## config.mk

```make
export PLATFORM = sky130hd
export DESIGN_NAME = ex_muldiv_unit
export DESIGN_NICKNAME = d
export VERILOG_FILES = /design/src/rtl/cpu_pkg.sv /design/src/rtl/muldiv_sign_fix.sv /design/src/rtl/ex_muldiv_unit.sv
export SDC_FILE = /design/constraint.sdc
export NUM_CORES = 1
export LEC_CHECK = 0
export BUFFER_PORTS_ARGS = -buffer_cell sky130_fd_sc_hd__buf_2
export CORE_MARGIN = 1.5
export CORE_UTILIZATION = 40
export CTS_CLUSTER_DIAMETER = 80
export DETAILED_ROUTE_END_ITERATION = 12
export SLEW_MARGIN = 20
export SYNTH_ARGS = -nofsm -noshare
export SYNTH_HDL_FRONTEND = slang
export SYNTH_HIERARCHICAL = 1
export SYNTH_SLANG_ARGS = --single-unit
```

## constraint.sdc

```tcl
create_clock -name clk -period 8.2 [get_ports clk]
set_input_delay 0.82 -clock clk [delete_from_list [all_inputs] [get_ports clk]]
set_output_delay 0.82 -clock clk [all_outputs]
set_load 0.05 [all_outputs]
```

## src/rtl/cpu_pkg.sv

```systemverilog
`default_nettype none
// ============================================================================
// Module      : cpu_pkg
// Description : Shared op encodings, FSM states and constants for the EX-stage
//               multiply/divide unit.
// Revision    : 1.0 - initial release
// ============================================================================
package cpu_pkg;

    localparam int DEF_WIDTH = 32;

    // Quotient reported for any divide by zero, signed or unsigned
    localparam logic [DEF_WIDTH-1:0] DIV0_LO = 32'hFFFF_FFFF;

    typedef enum logic [1:0] {
        MD_MULT  = 2'b00,
        MD_MULTU = 2'b01,
        MD_DIV   = 2'b10,
        MD_DIVU  = 2'b11
    } md_op_e;

    typedef enum logic [1:0] {
        IDLE = 2'b00,
        RUN  = 2'b01,
        DONE = 2'b10
    } md_state_e;

    function automatic logic op_is_signed(input md_op_e op_i);
        return (op_i == MD_MULT) || (op_i == MD_DIV);
    endfunction

    function automatic logic op_is_div(input md_op_e op_i);
        return (op_i == MD_DIV) || (op_i == MD_DIVU);
    endfunction

endpackage
`default_nettype wire

```

## src/rtl/muldiv_sign_fix.sv

```systemverilog
`default_nettype none
// ============================================================================
// Module      : muldiv_sign_fix
// Description : Combinational conditional negation, used both for taking
//               operand magnitudes and for correcting result signs.
// Revision    : 1.0 - initial release
// ============================================================================
module muldiv_sign_fix #(
    parameter int WIDTH = 32
) (
    input  logic [WIDTH-1:0] val_hi,
    input  logic [WIDTH-1:0] val_lo,
    input  logic             neg_hi,
    input  logic             neg_lo,
    input  logic             joint,
    output logic [WIDTH-1:0] res_hi,
    output logic [WIDTH-1:0] res_lo
);

    logic [2*WIDTH-1:0] w_cat;
    logic [2*WIDTH-1:0] w_cat_neg;

    assign w_cat     = {val_hi, val_lo};
    assign w_cat_neg = -w_cat;

    // joint: treat hi:lo as one double-width value negated by neg_hi
    always_comb begin
        res_hi = val_hi;
        res_lo = val_lo;
        if (joint) begin
            if (neg_hi) begin
                res_hi = w_cat_neg[2*WIDTH-1:WIDTH];
                res_lo = w_cat_neg[WIDTH-1:0];
            end
        end else begin
            if (neg_hi) res_hi = -val_hi;
            if (neg_lo) res_lo = -val_lo;
        end
    end

endmodule
`default_nettype wire

```

## src/rtl/ex_muldiv_unit.sv

```systemverilog
`default_nettype none
// ============================================================================
// Module      : ex_muldiv_unit
// Description : Iterative shift-add multiply / restoring divide writing HI/LO,
//               with pipeline stall request. Option: MULDIV_EARLY_OUT_EN.
// Revision    : 1.0 - initial release
// ============================================================================
module ex_muldiv_unit
    import cpu_pkg::*;
#(
    parameter int WIDTH = DEF_WIDTH,
    parameter int CNT_W = 6
) (
    input  logic             clk,
    input  logic             reset,
    input  logic             start,
    input  logic [1:0]       op,
    input  logic [WIDTH-1:0] src_a,
    input  logic [WIDTH-1:0] src_b,
    input  logic             flush,
    input  logic             hilo_we_hi,
    input  logic             hilo_we_lo,
    input  logic [WIDTH-1:0] hilo_wdata,
    output logic             busy,
    output logic             stall_req,
    output logic             done,
    output logic [WIDTH-1:0] hi,
    output logic [WIDTH-1:0] lo
);

    md_state_e          state_q, state_d;
    logic [CNT_W-1:0]   cnt_q, cnt_d;
    logic [2*WIDTH-1:0] acc_q, acc_d;
    logic [2*WIDTH-1:0] mcand_q, mcand_d;
    logic [WIDTH-1:0]   mplr_q, mplr_d;
    logic               is_div_q, is_div_d;
    logic               neg_q, neg_d;
    logic               rem_neg_q, rem_neg_d;
    logic               div0_q, div0_d;
    logic [WIDTH-1:0]   hi_q, hi_d;
    logic [WIDTH-1:0]   lo_q, lo_d;
    logic               busy_q, busy_d;
    logic               done_q, done_d;

    md_op_e             w_op;
    logic               w_in_signed;
    logic               w_in_div;
    logic [WIDTH-1:0]   w_mag_a;
    logic [WIDTH-1:0]   w_mag_b;
    logic [2*WIDTH-1:0] w_mul_sum;
    logic [WIDTH:0]     w_rem_sh;
    logic [WIDTH:0]     w_trial;
    logic [2*WIDTH-1:0] w_div_step;
    logic [2*WIDTH-1:0] w_acc_step;
    logic [WIDTH-1:0]   w_res_hi;
    logic [WIDTH-1:0]   w_res_lo;
    logic               w_early;
    logic               w_last;

    assign w_op        = md_op_e'(op);
    assign w_in_signed = op_is_signed(w_op);
    assign w_in_div    = op_is_div(w_op);

    muldiv_sign_fix #(.WIDTH(WIDTH)) u_fix_in (
        .val_hi (src_a),
        .val_lo (src_b),
        .neg_hi (w_in_signed & src_a[WIDTH-1]),
        .neg_lo (w_in_signed & src_b[WIDTH-1]),
        .joint  (1'b0),
        .res_hi (w_mag_a),
        .res_lo (w_mag_b)
    );

    // acc holds the product for multiply, {remainder, dividend/quotient} for divide
    assign w_mul_sum  = acc_q + (mplr_q[0] ? mcand_q : '0);
    assign w_rem_sh   = {acc_q[2*WIDTH-1:WIDTH], acc_q[WIDTH-1]};
    assign w_trial    = w_rem_sh - {1'b0, mcand_q[WIDTH-1:0]};
    assign w_div_step = w_trial[WIDTH] ? {w_rem_sh[WIDTH-1:0], acc_q[WIDTH-2:0], 1'b0}
                                       : {w_trial[WIDTH-1:0], acc_q[WIDTH-2:0], 1'b1};
    assign w_acc_step = is_div_q ? w_div_step : w_mul_sum;

    muldiv_sign_fix #(.WIDTH(WIDTH)) u_fix_out (
        .val_hi (w_acc_step[2*WIDTH-1:WIDTH]),
        .val_lo (w_acc_step[WIDTH-1:0]),
        .neg_hi (is_div_q ? rem_neg_q : neg_q),
        .neg_lo (neg_q),
        .joint  (~is_div_q),
        .res_hi (w_res_hi),
        .res_lo (w_res_lo)
    );

`ifdef MULDIV_EARLY_OUT_EN
    // Finish once no set multiplier bits remain after this iteration's shift
    assign w_early = ~is_div_q & (mplr_q[WIDTH-1:1] == '0);
`else
    assign w_early = 1'b0;
`endif

    assign w_last = (cnt_q == CNT_W'(WIDTH - 1)) | w_early;

    always_comb begin
        state_d   = state_q;
        cnt_d     = cnt_q;
        acc_d     = acc_q;
        mcand_d   = mcand_q;
        mplr_d    = mplr_q;
        is_div_d  = is_div_q;
        neg_d     = neg_q;
        rem_neg_d = rem_neg_q;
        div0_d    = div0_q;
        hi_d      = hi_q;
        lo_d      = lo_q;
        unique case (state_q)
            IDLE: begin
                if (hilo_we_hi) hi_d = hilo_wdata;
                if (hilo_we_lo) lo_d = hilo_wdata;
                if (start && !flush) begin
                    state_d   = RUN;
                    cnt_d     = '0;
                    is_div_d  = w_in_div;
                    neg_d     = w_in_signed & (src_a[WIDTH-1] ^ src_b[WIDTH-1]);
                    rem_neg_d = w_in_signed & src_a[WIDTH-1];
                    div0_d    = w_in_div & (src_b == '0);
                    acc_d     = w_in_div ? {{WIDTH{1'b0}}, w_mag_a} : '0;
                    mcand_d   = {{WIDTH{1'b0}}, (w_in_div ? w_mag_b : w_mag_a)};
                    mplr_d    = w_mag_b;
                end
            end
            RUN: begin
                if (flush) begin
                    state_d = IDLE;
                    cnt_d   = '0;
                end else begin
                    cnt_d = cnt_q + CNT_W'(1);
                    acc_d = w_acc_step;
                    if (!is_div_q) begin
                        mcand_d = mcand_q << 1;
                        mplr_d  = mplr_q >> 1;
                    end
                    if (w_last) begin
                        state_d = DONE;
                        hi_d    = w_res_hi;
                        lo_d    = (is_div_q && div0_q) ? WIDTH'(DIV0_LO) : w_res_lo;
                    end
                end
            end
            DONE: begin
                state_d = IDLE;
                cnt_d   = '0;
            end
            default: begin
                state_d = IDLE;
                cnt_d   = '0;
            end
        endcase
        busy_d = (state_d != IDLE);
        done_d = (state_d == DONE);
    end

    always_ff @(posedge clk or negedge reset) begin
        if (!reset) begin
            state_q   <= IDLE;
            cnt_q     <= '0;
            acc_q     <= '0;
            mcand_q   <= '0;
            mplr_q    <= '0;
            is_div_q  <= 1'b0;
            neg_q     <= 1'b0;
            rem_neg_q <= 1'b0;
            div0_q    <= 1'b0;
            hi_q      <= '0;
            lo_q      <= '0;
            busy_q    <= 1'b0;
            done_q    <= 1'b0;
        end else begin
            state_q   <= state_d;
            cnt_q     <= cnt_d;
            acc_q     <= acc_d;
            mcand_q   <= mcand_d;
            mplr_q    <= mplr_d;
            is_div_q  <= is_div_d;
            neg_q     <= neg_d;
            rem_neg_q <= rem_neg_d;
            div0_q    <= div0_d;
            hi_q      <= hi_d;
            lo_q      <= lo_d;
            busy_q    <= busy_d;
            done_q    <= done_d;
        end
    end

    // Gated by reset so a start held during reset cannot freeze the pipeline
    assign stall_req = reset & (((state_q == IDLE) & start & ~flush) | (state_q == RUN));
    assign busy      = busy_q;
    assign done      = done_q;
    assign hi        = hi_q;
    assign lo        = lo_q;

endmodule
`default_nettype wire

```

==> results of run 1 <==
power breakdown:
group / total, uW / internal, uW / switching (uW)
logic: 3930 / 1320 / 2610
clock network: 1600 / 985 / 612
registers: 1760 / 1460 / 307
flip-flops by register name, indices dropped and copies added, names as in the netlist, 2 cells and up:
| register | count |
|---|---|
| state_q | 2 |
| mcand_q | 64 |
| mplr_q | 32 |
| acc_q | 64 |
| cnt_q | 6 |
| hi | 32 |
| lo | 32 |
worst min path at each step:
stage | startpoint | to | slack [ps] | cells past startpoint
after floorplan | rem_neg_q | rem_neg_q | 440 | 2
after global placement | hi[29] | hi[29] | 460 | 2
after detailed placement | hi[19] | hi[19] | 460 | 2
after CTS | reset | lo[0] | 150 | 1
after global routing | reset | lo[0] | 180 | 1
final | reset | lo[0] | 160 | 1
worst max-delay path: stages, from the launching register on:
cell and delay, ps:
dfrtp_1 430, inv_1 80, ha_1 160, inv_1 60
fa_1 410, a21oi_1 210, o22ai_1 180, o31ai_4 440
o221ai_4 230, a2111o_1 420, nand3_2 490, a21oi_1 350
inv_1 120, ha_1 210, nor4b_1 550, nand4_1 410
o31a_1 620, o41ai_1 550, xnor2_1 170, mux2i_1 90
o21ai_0 160
per-layer routing:
layer,part of all wire,wire (microns)
met5,0,0
met4,0.022,1720
met3,0.064,4960
met2,0.45,34700
met1,0.47,36500
synth_stat cells, types with 5 or more instances:
| cell | number | area share |
|---|---|---|
| nand3b_1 | 7 | 0.0025 |
| ha_1 | 100 | 0.060 |
| o21bai_1 | 24 | 0.0086 |
| buf_4 | 5 | 0.0018 |
| nand2b_1 | 13 | 0.0039 |
| a21o_1 | 46 | 0.016 |
| mux2i_1 | 109 | 0.052 |
| clkbuf_1 | 131 | 0.023 |
| dfrtp_1 | 238 | 0.28 |
| buf_2 | 5 | 0.0012 |
| o41ai_1 | 28 | 0.012 |
| and4b_1 | 6 | 0.0029 |
| a31oi_1 | 48 | 0.014 |
| nor2_1 | 181 | 0.032 |
| inv_1 | 81 | 0.015 |
| buf_1 | 17 | 0.0030 |
| a21oi_1 | 190 | 0.045 |
| a211oi_1 | 12 | 0.0043 |
| and2_1 | 72 | 0.022 |
| and3_1 | 13 | 0.0039 |
| o21a_1 | 10 | 0.0036 |
| mux2_1 | 5 | 0.0027 |
| nor3_1 | 31 | 0.0074 |
| o21ai_1 | 22 | 0.0053 |
| o22ai_1 | 35 | 0.010 |
| o21ai_0 | 270 | 0.065 |
| or4_1 | 21 | 0.0075 |
| a22o_1 | 21 | 0.0088 |
| mux2_2 | 6 | 0.0032 |
| xor2_1 | 57 | 0.024 |
| nor2b_1 | 17 | 0.0051 |
| nand3_1 | 60 | 0.014 |
| nor4_1 | 22 | 0.0066 |
| nand4_1 | 29 | 0.0087 |
| o211ai_1 | 21 | 0.0075 |
| nand2_1 | 412 | 0.074 |
| or3_1 | 19 | 0.0057 |
| o31ai_1 | 44 | 0.016 |
| xnor2_1 | 149 | 0.062 |
| a21boi_0 | 5 | 0.0018 |
| o41ai_2 | 6 | 0.0047 |
cell families (layout without fill, tap and decap cells):
group	count (synthesis)	count (layout)	share of synthesized area
AND/OR/NAND/NOR	927	927	0.206
multiplexers	120	120	0.0580
buffers and inverters	244	364	0.0464
XOR/XNOR	206	206	0.0862
other	1	6	0.000179
AO/OA/AOI/OAI	851	851	0.257
adder cells (fa/ha/maj)	102	102	0.0617
flip-flops	238	238	0.284
layout by cell type, fill, tap and decap left out, drive strengths merged, types with 19 or more instances in the layout:
master | synthesis | routed
a21o | 46 | 46
xnor2 | 149 | 149
o211ai | 23 | 23
nor2 | 181 | 181
o22ai | 35 | 35
nor4 | 22 | 22
nand4 | 29 | 29
nor3 | 32 | 32
a21oi | 193 | 193
dfrtp | 238 | 238
xor2 | 57 | 57
or4 | 23 | 23
and2 | 72 | 72
o41ai | 34 | 34
o31ai | 47 | 47
a22o | 21 | 21
mux2i | 109 | 109
nand3 | 60 | 60
or3 | 19 | 19
buf | 31 | 221
o21bai | 25 | 25
o21ai | 294 | 294
ha | 100 | 100
inv | 82 | 84
a31oi | 48 | 48
nand2 | 414 | 414
clkbuf | 131 | 46
final cells by class:
cell class / instances / area (sq um)
fill: 5175 / 27900
multi-input combinational: 2212 / 14100
sequential: 238 / 5960
timing repair buffer: 221 / 1240
clock buffer: 46 / 957
tap: 680 / 851
inverter: 82 / 308
clock inverter: 15 / 240
through the flow:
step | hold WS (ps) | area, sq um
2_1_floorplan | 440 | 21000
3_3_place_gp | 458 | 22400
3_5_place_dp | 465 | 22500
4_1_cts | 151 | 23700
5_1_grt | 178 | 23700
6_report | 158 | 23700
==> summary.md, run 1 <==
| Metric | Value |
|---|---|
| Global-route wire length before repair | `around 120 mm` |
| Failing checks | `slew limit` |
| Deepest clock path buffer count | `3` |
| Final Core Density | `0.459` |
| Post-CTS sizing | `0` |
| Via density | `approximately 6.0` |
| Worst setup EP type | `flip-flop` |
| Ant. Diodes | `0` |
| CTS buffer count | `34` |
| Clk slew on worst S/H paths | `60 ps` |
| RSZ-0062 raised after global routing | `no` |
| Dpl ws | `roughly 1800 ps` |
| Pwr/cell area | `slightly above 300 nW/um^2` |
| Outcome | `finished, violations left` |
| Total gr overflow | `0` |
| Fraction of layout cells with a size suffix above 1 | `0.121` |
| Critical path startpoint | `acc_q[31]` |
| Leak Pwr | `0.0104 uW` |
| Final Hold Fails | `0` |
| Met1 usage | `0.407` |
| H-tree depth | `2` |
| F_max | `156 MHz` |
| Wire per inst | `around 22 microns` |
| Synthesis Warnings | `6` |
| Core area | `roughly 50,000 sq um` |
| Die Area | `around 54,000 sq um` |
| DR iter-0 viols | `1,952` |
| Max-slew violations | `15` |
| Drt pass-1 iters | `6` |
| Unique cell type count in the Yosys netlist | `88` |
| Max Cap Viol | `0` |
| Routed via count | `20,900` |
| Least-Margin Pin Slew | `1560 ps` |
| GRT Util Overall | `0.285` |
| R2r setup slk | `1790 ps` |
| Slew margin rel. | `-0.0448` |
| DPL Wire Length | `about 60 mm` |
| DRT antenna net count | `0` |
| Final GP Congestion | `just over 1` |
| Largest net degree at the start of global routing | `125` |
| DRC Markers | `0` |
| Final net count | `between 2,000 and 3,000` |
| Top FF cell, synth | `dfrtp_1` |
| Period Utilization, post-route | `0.782` |
| Crit Path Class | `flip-flop to flip-flop` |
| IO Count | `171` |
| Met3 usage | `0.0398` |
| Initial antenna violation count | `0` |
| # setup viols final | `0` |
| Site row count | `83` |
| Clock sinks | `roughly 240` |
| Critical Path End | `hi[20]` |
| CTS Hold Bufs | `0` |
| Synth Register Bits | `approximately 240` |
| Post-CTS Setup Inserts | `0` |
| Die boundary width | `between 200 and 250 microns` |
| Worst Path Required | `between 8000 and 9000 ps` |
| Reg-to-Reg End | `hi[20]` |
| Synth async-reset ratio | `1.00` |
| Final WS setup | `1790 ps` |
| Root Buffer | `clkbuf_16` |
| Mapped cell area | `approximately 21,000 sq um` |
| FF-to-FF path depth | `20` |
| Critical Path Start Type | `flip-flop` |
| CTS tree | `built` |
| Crit path time final | `6410 ps` |
| Routed WL | `slightly below 80 mm` |
| Vias in the first global route | `~20,000` |
| CP max FO | `27` |
| Register area share after synthesis | `0.284` |
| Data arrival, critical path | `slightly below 7000 ps` |
| Area Overhead vs Synth | `13.0%` |
| Sum Neg Setup Slack | `0 ps` |
| Peak supply drop | `0.140 mV` |
| Die Y | `about 230 microns` |
| Power, Total | `between 7000 and 8000 uW` |
| Initial Util | `0.406` |
| Clock Skews | `approximately 38 ps` |
| EDFF count, synth | `0` |
| GRT Max-Usage Layer | `met2` |
| Placed Cells | `between 3,000 and 4,000` |
| Finished Layout Cells | `about 3,500` |
| Met2 usage | `0.451` |
| Syn Inst Count | `roughly 2,700` |
| Hold Crit Class | `input pin to async pin` |
| PortBufs | `170` |
| Syn Area/Cell | `7.79 sq um` |
| Worst skew pair latency | `570 ps` |
| Worst r2r src | `acc_q[31]` |
Power figures use the tool's default switching activity.
==> run 2, diff against run 1 <==
==> constraint.sdc (replaced) <==
create_clock -name clk -period 6.2 [get_ports clk]
set_input_delay 0.62 -clock clk [delete_from_list [all_inputs] [get_ports clk]]
set_output_delay 0.62 -clock clk [all_outputs]
set_load 0.05 [all_outputs]
==> run 2 against run 1 <==
The flow still finishes with violations (slew limit). Final cell count rose by 0.63%. Sequential cell count did not move. Non-clock buffer count rose by 30. Register-to-register slack got worse by 1500 ps. Routed wire length rose by 2.7%. First-iteration DRC count rose by 1.8%. Critical path type unchanged. Largest power group unchanged.
==> summary.md, run 2 (synthesis gave the netlist of run 1 again) <==
| Metric | Value |
|---|---|
| Outcome | `finished, violations left` |
| Failing checks | `slew limit` |
| Site row count | `between 80 and 90` |
| Ant. Diodes | `0` |
| Die boundary width | `232 microns` |
| Area Overhead vs Synth | `13.3%` |
| Slew margin rel. | `-0.0437` |
| Max Cap Viol | `0` |
| Final WS setup | `around 300 ps` |
| F_max | `between 150 and 200 MHz` |
| DPL Wire Length | `62.9 mm` |
| Power, Total | `9440 uW` |
| DRT antenna net count | `0` |
| Most frequent cells in the layout | `nand2_1 (412), o21ai_0 (270), dfrtp_1 (237)` |
| PortBufs | `170` |
| Total gr overflow | `0` |
| Core area | `a little over 50,000 sq um` |
| Root Buffer | `clkbuf_16` |
| Critical Path Start Type | `flip-flop` |
| Final Instance Area | `around 24,000 sq um` |
| Crit Path Class | `flip-flop to flip-flop` |
| Die Area | `approximately 54,000 sq um` |
| Pwr/cell area | `398 nW/um^2` |
| Vias in the first global route | `just under 20,000` |
| DR iter-0 viols | `about 2,000` |
| Worst hold margin | `approximately 260 ps` |
| Final Hold Fails | `0` |
| Peak supply drop | `about 0.25 mV` |
| Worst setup EP type | `flip-flop` |
| Deepest clock path buffer count | `3` |
| Crit path max-delay family | `simple AND/OR/NAND/NOR gates` |
| Largest net degree at the start of global routing | `125` |
| Least-Margin Pin Slew | `approximately 1600 ps` |
| Data arrival, critical path | `between 6000 and 7000 ps` |
| RSZ-0062 raised after global routing | `no` |
| CTS tree | `built` |
| Sum Neg Setup Slack | `0 ps` |
| Initial Util | `0.406` |
| Top flop regs | `acc_q: 64 flops, mcand_q: 64 flops` |
| Clk slew on worst S/H paths | `approximately 60 ps` |
| Initial antenna violation count | `0` |
| CTS buffer count | `31` |
| Final net count | `approximately 3,000` |
| DRC Markers | `0` |
| Leak Pwr | `between 0.01 and 0.015 uW` |
| Via density | `roughly 6` |
| Clock sinks | `roughly 240` |
| CP max FO | `57` |
| CP Cell Sequence | `buf_12, and2_1, ha_1, nand2_2, nor3_4, nand4b_1, a211oi_4, o31ai_2, or4_4, nor2b_1, xnor2_1, o21ai_1, or4_1, or3b_2, or4_1, o31ai_1, xnor2_1, mux2i_1, o21ai_0` |
| Critical path buffers and inverters | `1` |
| Period Utilization, post-route | `0.950` |
| Slowest-stage cell, CP | `or4_1` |
| Largest stage delay on the critical path | `670 ps` |
| Most common cell after layout, fill and taps aside | `nand2_1` |
| Crit path time final | `just under 6000 ps` |
| Worst skew pair latency | `approximately 600 ps` |
| Clock Skews | `roughly 15 ps` |
| Dpl ws | `336 ps` |
| GRT Util Overall | `0.292` |
| Drt pass-1 iters | `5` |
| Routed WL | `between 70 and 80 mm` |
| Hold Crit Class | `input pin to flip-flop` |
| Routed via count | `20,900` |
| Max-slew violations | `15` |
| # setup viols final | `0` |
| Fraction of layout cells with a size suffix above 1 | `0.130` |
| Worst Path Required | `6710 ps` |
| Die Y | `roughly 230 microns` |
| Global-route wire length before repair | `between 100 and 150 mm` |
| Wire per inst | `about 23 microns` |
| DP Area | `between 20,000 and 25,000 sq um` |
| H-tree depth | `1` |
| Final GP Congestion | `0.998` |
| IO Count | `between 150 and 200` |
-- run 2: cell types whose count changed in the layout (fill, tap and decap cells not counted), moves of 2 or more --
cell,delta
nor3_2,+2
clkbuf_1,+3
clkinv_8,-2
bufinv_16,-3
clkbuf_16,-4
buf_4,+28
nor3_1,-2
clkinvlp_4,-2
-- run 2: stage by stage --
stage | utilization | instances
after floorplan | - | 2694
final | 0.461 | 3516
after CTS | 0.459 | 3515
after detailed placement | 0.440 | 3461
after global routing | 0.461 | 3516
after global placement | 0.440 | 3461
-- run 2: path summary, 6_finish.rpt --
| kind | slack (ps) | startpoint | endpoint | cells past startpoint |
|---|---|---|---|---|
| max | 310 | mplr_q[0] | hi[22] | 19 |
| max in group asynchronous | 4200 | reset | is_div_q | 3 |
| min reg2reg | 480 | lo[1] | lo[1] | 2 |
| max reg2reg | 310 | mplr_q[0] | hi[22] | 19 |
| min in group asynchronous | 540 | reset | hi[5] | 2 |
| min | 260 | op[0] | neg_q | 2 |
-- run 2: timing repair --
action / 4_1_cts / 5_1_grt
hold buffers: 1 / 0
buffers inserted: 0 / 1
gates resized for setup: 0 / 11
setup endpoints to repair: 0 / 16
hold endpoints to repair: 55 / 0
-- run 2: per-layer routing --
layer | GRT usage | vias to the layer above | wire [microns]
met5 | 0 | - | 0
met4 | 0.0621 | 0 | 1630
met3 | 0.0307 | 101 | 4980
met2 | 0.465 | 799 | 35400
met1 | 0.424 | 10000 | 38000
li1 | - | 9943 | -
-- run 2: cell type report --
type / instances / area (sq um)
inverters: 82 / 308
clock buffers: 44 / 855
multi-input cells: 2212 / 14100
well taps: 680 / 851
flip-flops and latches: 238 / 5960
fillers: 5218 / 27800
repair buffers: 251 / 1480
clock inverters: 9 / 123
-- run 2: power by group --
| group | total, uW | internal (uW) | switching [uW] |
|---|---|---|---|
| combinational | 5330 | 1830 | 3500 |
| clock | 1780 | 1040 | 739 |
| sequential | 2340 | 1920 | 413 |
| total | 9440 | 4800 | 4650 |
